**src/rtl/cache_port_arbiter.sv**
```systemverilog
// Two-requester round-robin arbiter sharing the cache's single-beat AXI-style
// host port. One whole transaction (address + data beat) per grant; addresses
// are re-issued downstream from a register, data beats pass through combinationally.
module cache_port_arbiter #(
  parameter int unsigned ADDR_WIDTH = 32,
  parameter int unsigned DATA_WIDTH = 8
) (
  input  logic                    clk,
  input  logic                    reset_n,
  // requester side
  input  logic [1:0]              s_axi_ARVALID,
  output logic [1:0]              s_axi_ARREADY,
  input  logic [2*ADDR_WIDTH-1:0] s_axi_ARADDR,
  output logic [1:0]              s_axi_RVALID,
  input  logic [1:0]              s_axi_RREADY,
  output logic [2*DATA_WIDTH-1:0] s_axi_RDATA,
  input  logic [1:0]              s_axi_AWVALID,
  output logic [1:0]              s_axi_AWREADY,
  input  logic [2*ADDR_WIDTH-1:0] s_axi_AWADDR,
  input  logic [1:0]              s_axi_WVALID,
  output logic [1:0]              s_axi_WREADY,
  input  logic [2*DATA_WIDTH-1:0] s_axi_WDATA,
  // cache side
  output logic                    m_axi_ARVALID,
  output logic [ADDR_WIDTH-1:0]   m_axi_ARADDR,
  input  logic                    m_axi_ARREADY,
  input  logic                    m_axi_RVALID,
  input  logic [DATA_WIDTH-1:0]   m_axi_RDATA,
  output logic                    m_axi_RREADY,
  output logic                    m_axi_AWVALID,
  output logic [ADDR_WIDTH-1:0]   m_axi_AWADDR,
  input  logic                    m_axi_AWREADY,
  output logic                    m_axi_WVALID,
  output logic [DATA_WIDTH-1:0]   m_axi_WDATA,
  input  logic                    m_axi_WREADY,
  // status
  output logic [1:0]              grant,
  output logic                    busy
);

  typedef enum logic [2:0] {
    IDLE    = 3'd0,
    RD_ADDR = 3'd1,
    RD_DATA = 3'd2,
    WR_ADDR = 3'd3,
    WR_DATA = 3'd4
  } state_t;

  state_t                  state_q, state_d;
  logic                    last_grant_q, last_grant_d;
  logic                    gid_q, gid_d;
  logic                    ar_valid_d, aw_valid_d;
  logic [ADDR_WIDTH-1:0]   ar_addr_d, aw_addr_d;

  logic [1:0]              eligible;
  logic                    win;
  logic [ADDR_WIDTH-1:0]   win_araddr, win_awaddr;
  logic [DATA_WIDTH-1:0]   gnt_wdata;

  // Round-robin pick: on a tie the requester that did not go last wins
  assign eligible   = s_axi_ARVALID | s_axi_AWVALID;
  assign win        = (eligible == 2'b11) ? ~last_grant_q : eligible[1];
  assign win_araddr = win   ? s_axi_ARADDR[2*ADDR_WIDTH-1:ADDR_WIDTH] : s_axi_ARADDR[ADDR_WIDTH-1:0];
  assign win_awaddr = win   ? s_axi_AWADDR[2*ADDR_WIDTH-1:ADDR_WIDTH] : s_axi_AWADDR[ADDR_WIDTH-1:0];
  assign gnt_wdata  = gid_q ? s_axi_WDATA[2*DATA_WIDTH-1:DATA_WIDTH]  : s_axi_WDATA[DATA_WIDTH-1:0];

  // Next-state, address capture and combinational handshake routing
  always_comb begin
    state_d       = state_q;
    last_grant_d  = last_grant_q;
    gid_d         = gid_q;
    ar_valid_d    = m_axi_ARVALID;
    ar_addr_d     = m_axi_ARADDR;
    aw_valid_d    = m_axi_AWVALID;
    aw_addr_d     = m_axi_AWADDR;
    s_axi_ARREADY = 2'b00;
    s_axi_AWREADY = 2'b00;
    s_axi_WREADY  = 2'b00;
    s_axi_RVALID  = 2'b00;
    s_axi_RDATA   = '0;
    m_axi_RREADY  = 1'b0;
    m_axi_WVALID  = 1'b0;
    m_axi_WDATA   = '0;
    if (reset_n) begin
      s_axi_RDATA = {2{m_axi_RDATA}};
      case (state_q)
        IDLE: begin
          if (eligible != 2'b00) begin
            gid_d = win;
            // read beats write within the winning requester
            if (s_axi_ARVALID[win]) begin
              s_axi_ARREADY[win] = 1'b1;
              ar_addr_d          = win_araddr;
              ar_valid_d         = 1'b1;
              state_d            = RD_ADDR;
            end else begin
              s_axi_AWREADY[win] = 1'b1;
              aw_addr_d          = win_awaddr;
              aw_valid_d         = 1'b1;
              state_d            = WR_ADDR;
            end
          end
        end
        RD_ADDR: begin
          if (m_axi_ARREADY) begin
            ar_valid_d = 1'b0;
            state_d    = RD_DATA;
          end
        end
        RD_DATA: begin
          s_axi_RVALID[gid_q] = m_axi_RVALID;
          m_axi_RREADY        = s_axi_RREADY[gid_q];
          if (m_axi_RVALID && s_axi_RREADY[gid_q]) begin
            last_grant_d = gid_q;
            state_d      = IDLE;
          end
        end
        WR_ADDR: begin
          if (m_axi_AWREADY) begin
            aw_valid_d = 1'b0;
            state_d    = WR_DATA;
          end
        end
        WR_DATA: begin
          m_axi_WVALID        = s_axi_WVALID[gid_q];
          m_axi_WDATA         = gnt_wdata;
          s_axi_WREADY[gid_q] = m_axi_WREADY;
          if (m_axi_WREADY && s_axi_WVALID[gid_q]) begin
            last_grant_d = gid_q;
            state_d      = IDLE;
          end
        end
        default: state_d = IDLE;
      endcase
    end
  end

  // State and registered outputs
  always_ff @(posedge clk) begin
    if (!reset_n) begin
      state_q       <= IDLE;
      last_grant_q  <= 1'b1;
      gid_q         <= 1'b0;
      m_axi_ARVALID <= 1'b0;
      m_axi_ARADDR  <= '0;
      m_axi_AWVALID <= 1'b0;
      m_axi_AWADDR  <= '0;
      grant         <= 2'b00;
      busy          <= 1'b0;
    end else begin
      state_q       <= state_d;
      last_grant_q  <= last_grant_d;
      gid_q         <= gid_d;
      m_axi_ARVALID <= ar_valid_d;
      m_axi_ARADDR  <= ar_addr_d;
      m_axi_AWVALID <= aw_valid_d;
      m_axi_AWADDR  <= aw_addr_d;
      grant         <= (state_d == IDLE) ? 2'b00 : (gid_d ? 2'b10 : 2'b01);
      busy          <= (state_d != IDLE);
    end
  end

endmodule

```
**config.mk**
```make
export PLATFORM = sky130hd
export DESIGN_NAME = cache_port_arbiter
export DESIGN_NICKNAME = d
export VERILOG_FILES = /design/src/rtl/cache_port_arbiter.sv
export SDC_FILE = /design/constraint.sdc
export NUM_CORES = 1
export LEC_CHECK = 0
export CAP_MARGIN = 20
export CORE_MARGIN = 2
export CORE_UTILIZATION = 38
export DETAILED_ROUTE_END_ITERATION = 10
export PLACE_DENSITY = 0.92
export SLEW_MARGIN = 40
export SYNTH_ARGS = -nofsm -noshare
export SYNTH_HDL_FRONTEND = slang
export SYNTH_SLANG_ARGS = --single-unit
```
**constraint.sdc**
```tcl
create_clock -name clk -period 2.1 [get_ports clk]
set_input_delay 0.21 -clock clk [delete_from_list [all_inputs] [get_ports clk]]
set_output_delay 0.21 -clock clk [all_outputs]
set_load 0.01 [all_outputs]
```
Word level (Yosys, flattened, before mapping):

Cells that the tools add are included.

* $add $sub $neg: 0
* $mul: 0
* divide/modulo/power cells: 0
* order comparisons: 4
* eq/ne operators: 12
* shift-type cells: 0
* multiplexer cells: 56
* bitwise gates (word level): 6
* reductions and logical operators: 17

Operator list (number)
* 32-bit 2-to-1 mux: 2
* 2-bit 2-to-1 mux: 14
* 1-bit 2-to-1 mux: 24
* 8-bit 2-to-1 mux: 3
* 3-bit 2-to-1 mux: 6
* 16-bit 2-to-1 mux: 1
* 3-bit one-hot mux with 5 select lines: 1
* 2-bit inequality test (second input constant): 7
* 3-bit AND reduction: 3
* 4-bit AND reduction: 2
* 2-bit nonzero test: 4
* 3-bit by 2-bit equality test with 1-bit output (second input constant): 2
* 3-bit logical NOT: 2
* 1-bit one-hot mux with 2 select lines: 3
* 2-bit bitwise AND: 2
* 1-bit logical AND: 4
* 1-bit by 2-bit less-than comparator with 1-bit output (second input constant): 2
* 3-bit by 1-bit equality test with 1-bit output (second input constant): 1
* 3-bit equality test (second input constant): 1
* 1-bit NOT: 3
* 3-bit nonzero test: 1
* 1-bit demux with 1-bit select: 2
* 2-bit equality test (second input constant): 1
* 1-bit greater-or-equal comparator (second input constant): 2
* other kinds (2): 2

* register bits: 74
* bits in latches: 0
* bits in writable memories: 0
* ROM bits: 0
* bits of input ports: 166
* logic and storage cells: 104
* memories: 0

Depth between registers and ports, before layout:

* word-level depth: 11
* depth in mapped cells: 7

Worst setup path before layout:

No wires, ideal clock.

* path type: reg2reg
* from: register state_q[0]
* to: register m_axi_AWADDR[10]
* library setup time: 0.146 ns
* arrival: 1.484 ns
* setup slack: 0.470 ns
* cell stages (with the launch flop): 7
* path buffers: 2
* period minus slack after synthesis: 1.630 ns
* path through: dfxtp_1 buf_6 or3_4 or2_4 nor2_8 buf_12 a211oi_2

* cells in the longest elaborated chain, start to end: 2

Ends and longest elaborated chain
* start: declaration: line 49 `state_t state_q, state_d;`
* start signal: assignment: line 151 `state_q <= state_d;`
* 3-bit logical NOT: line 86 `case (state_q)`
* 3-bit AND reduction (no source line)
* end signal: assignment: line 157 `m_axi_AWADDR <= aw_addr_d;`
* end: declaration: line 31 `output logic [ADDR_WIDTH-1:0] m_axi_AWADDR,`

No other way between the ends.
A chain may end at the register's enable or synchronous reset.

Worst setup path in the final report:

* from: register state_q[0]
* to: output port s_axi_AWREADY[1]

* cells in the longest elaborated chain, start to end: 3

Ends and longest elaborated chain
* 3-bit logical NOT: line 86
* 2-bit 2-to-1 mux: line 86
* 2-bit 2-to-1 mux: line 84 `if (reset_n) begin`
* end: declaration: line 18 `output logic [1:0] s_axi_AWREADY,`

No other way between the ends.

==> results by group <==
Place
  – GP Congestion: 0.7935
  – IO Port Bufs: 268
  – DP HPWL: approximately 11000 um

Route
  – Final wirelength: between 10000 and 15000 um
  – DR WL/cell: 17.56 um
  – # DRC: 0
  – DRT iter0 DRCs: 135
  – Vias per cell: 5.199
  – Initial DRT Pass Iterations: 4
  – Post-route antenna net violation count: 0
  – Via count: ~4200

Synthesis
  – Count leader, synth: dfxtp_1
  – Post-Synth Simple-Gate Area: 0.08143
  – Synth Register Bits: 74
  – Main combinational cell family by area after synthesis: compound AO/OA/AOI/OAI gates
  – Synth cell types: 50
  – Synth warn: 0
  – Post-synth top flop: dfxtp_1
  – Synth cell count leaders: dfxtp_1 (74), mux2i_1 (73), a211oi_2 (62)
  – Syn_nets: 572
  – Post-synth EDFFs: 0
  – Adder-cell share of the synthesized area: 0
  – Synth Area in XOR/XNOR: 0
  – Mux cell area share after synthesis: 0.1704
  – Seq/Total Area, Yosys: 0.3302
  – Post-synth top area share: 0.3302
  – Mapped Area: 4487 um^2
  – Cells after synthesis: 406
  – Synth area leader: dfxtp_1
  – Top post-synthesis cells by area: dfxtp_1 (33%), a211oi_2 (17%), mux2i_1 (16%)
  – Synth Area per Inst: between 10 and 15 um^2
  – FFs w/ async S/R, synth: 0
  – Compound-Gate Fraction of Synth Area: 0.3126

Global routing
  – Initial antenna violation count: 0
  – Largest net degree at the start of global routing: 41
  – Met3 Resource Use GR: 0.05724
  – GR peak layer: met2
  – First-pass GRT wire length: 21960 um
  – M2 GR Usage: 0.3976
  – Global Route met1 Usage: 0.2312
  – Total gr overflow: 0
  – GRT Resource Usage Total: 0.2134
  – Vias in the first global route: 4415

Cells and area
  – # diodes: 0
  – Share of layout cells above drive strength 1: 0.2399
  – Nets: 833
  – Fin util: 0.6577
  – Synth-to-layout area growth: 68.10%

Outcome
  – Outcome: finished clean

Clock network
  – Clk buf depth: 2
  – Worst-skew pair later-pin latency: 0.32 ns
  – H-tree Lvls: 3
  – Root buf cell: clkbuf_16
  – Hold_buf cts: 0
  – Clk slew on worst S/H paths: 0.06 ns
  – Cts bufs inserted: 9
  – CTS tree: yes
  – CTS Sinks: 74

Worst setup path
  – FF-to-FF setup slack: 0.09 ns
  – Worst-case reg-to-reg path depth: 4
  – Slowest stage delay, CP: 0.36 ns
  – Family with the most delay on the worst path: simple AND/OR/NAND/NOR gates
  – FF-to-FF End: m_axi_ARADDR[22]
  – CP Buf/Inv Count: 2
  – Kind of start point of the critical path: flop
  – CP Class: flop to output pin
  – CP Capture Type: output pin
  – CP max-delay cell: dfxtp_2
  – RR Startpoint: state_q[1]
  – CP arrival: around 1.9 ns
  – CP cell instances: nor4b_4 > buf_4 > nand2b_1 > nor3b_1 > dlygate4sd2_1
  – Crit-path max FO: 7
  – Req. time, crit path: 1.89 ns

Power and ir drop
  – Sw Ratio: 0.3239
  – P_int: 0.003849 W
  – Leak: 2.772 nW
  – Sequential Power Share: 0.323
  – Maximum vdd drop: 0.4640 mV
  – Comb pwr share: 0.432
  – Switching pwr: 0.001844 W
  – PwrDens: around 750 nW/um^2
  – Clk pwr share: 0.245

Timing
  – Worst Hold Margin: 0.3598 ns
  – Worst slew margin: 0.5557
  – Count of pins over their slew limit: 0
  – Clock skew: 0.006130 ns
  – FMAX: 0.4811 GHz
  – Setup Viol. Count Final: 0
  – Final Cycle Share: 0.9899
  – Actual slew at the worst max-slew pin: 0.6664 ns
  – Fin. Hold Viols: 0
  – Min cycle time layout: 2.079 ns

Hold path
  – Class of the worst hold path: primary input to flop
  – Hold_sp: reset_n
  – Hold-critical path depth: 3
  – Worst Hold Path EP: m_axi_AWVALID

Floorplan
  – # rows: 39
  – Die footprint: roughly 13000 um^2
  – Die H: around 110 um
  – I/O pin count: 269
  – Die X: 112.7 um
  – Core Region: 11470 um^2
  – Initial Utilization: 0.3913

Run
  – Max Cap Violations: 0
power groups by stage:
stage	clock, W	combinational, W	sequential, W
6_report	0.00140	0.00246	0.00184
5_1_grt	0.00149	0.00262	0.00186
4_1_cts	0.00143	0.00246	0.00184
3_5_place_dp	0	0.00244	0.00185
3_3_place_gp	0	0.00237	0.00185
2_1_floorplan	0	0.00137	0.00193
worst max path at each step:
stage | depth (start not counted) | slack, ns | endpoint | start
2_1_floorplan | 6 | 0.47 | m_axi_AWADDR[10] | state_q[0]
3_3_place_gp | 6 | -0.08 | m_axi_ARADDR[2] | s_axi_AWVALID[1]
3_5_place_dp | 6 | -0.19 | m_axi_ARADDR[22] | s_axi_AWVALID[1]
4_1_cts | 4 | -0.01 | s_axi_RVALID[0] | state_q[0]
5_1_grt | 5 | -0.07 | s_axi_AWREADY[1] | state_q[0]
6_report | 5 | 0.02 | s_axi_AWREADY[1] | state_q[0]
state kept, by name (all words and copies together) (netlist names):
register       flops
gid_q              1
state_q            3
grant              2
last_grant_q       1
m_axi_ARVALID      1
m_axi_AWADDR      32
busy               1
m_axi_ARADDR      32
m_axi_AWVALID      1
routing by layer:
metal | up-vias | wire (um)
met5 | - | 0
met2 | 207 | 7472
li1 | 2029 | -
met4 | 0 | 244
met3 | 24 | 1117
met1 | 1972 | 5459
metrics by stage:
step / power (W) / setup TNS, ns / setup slack, ns / instances / instance area [um^2]
finish: 0.005693 / 0 / 0.02129 / 814 / 7542
global route: 0.005975 / -0.07249 / -0.07249 / 814 / 7542
CTS: 0.005726 / -0.01343 / -0.01343 / 812 / 7502
detailed placement: 0.004297 / -5.084 / -0.1873 / 796 / 7196
global placement: 0.004220 / -2.665 / -0.08413 / 796 / 7196
floorplan: 0.003301 / 0 / 0.4696 / 406 / 4487
worst register-to-register path: stages, from the launching register on:
cell      delay (ns)
dfxtp_2         0.39
or3_4           0.43
or2_4           0.29
nor2_8          0.55
a211oi_2        0.19
what timing repair did:
item	in CTS	in global routing
endpoints found under the setup margin	10	13
resized for setup	12	10
buffers inserted	1	2
pin swaps	1	1
hold endpoints to repair	0	0
layout by cell type, fill, tap and decap left out, drive strengths merged, types with 2 or more instances in the layout:
cell             n
clkdlybuf4s50  256
dfxtp           74
mux2i           73
a21oi           68
a211oi          64
buf             32
nor2            16
clkbuf          13
and2            11
dlymetal6s2s     7
dlygate4sd2      5
nand2            4
inv              4
nand2b           3
mux2             3
nor2b            3
nor3             3
and3             3
o21a             3
nor4b            2
clkinv           2
a221oi           2
nand4b           2
o21ai            2
a21boi           2
kinds of logic (layout without fill, tap and decap cells):
| logic type | count (synthesis) | in the layout |
|---|---|---|
| DFF | 74 | 74 |
| muxes | 76 | 76 |
| and+or+nand+nor | 53 | 53 |
| AOI/OAI and AO/OA | 148 | 148 |
| buffers and inverters | 55 | 320 |
final cells by class:
type                       instances  area, um^2
clock buffer                      13       260.3
clock inverter                     2       12.51
fill                             849        3925
inverter                           5       20.02
multi-input combinational        277        2569
sequential                        74        1489
tap                              143       178.9
timing repair buffer             300        3013
Note: power is estimated with default switching activity, not from simulation.
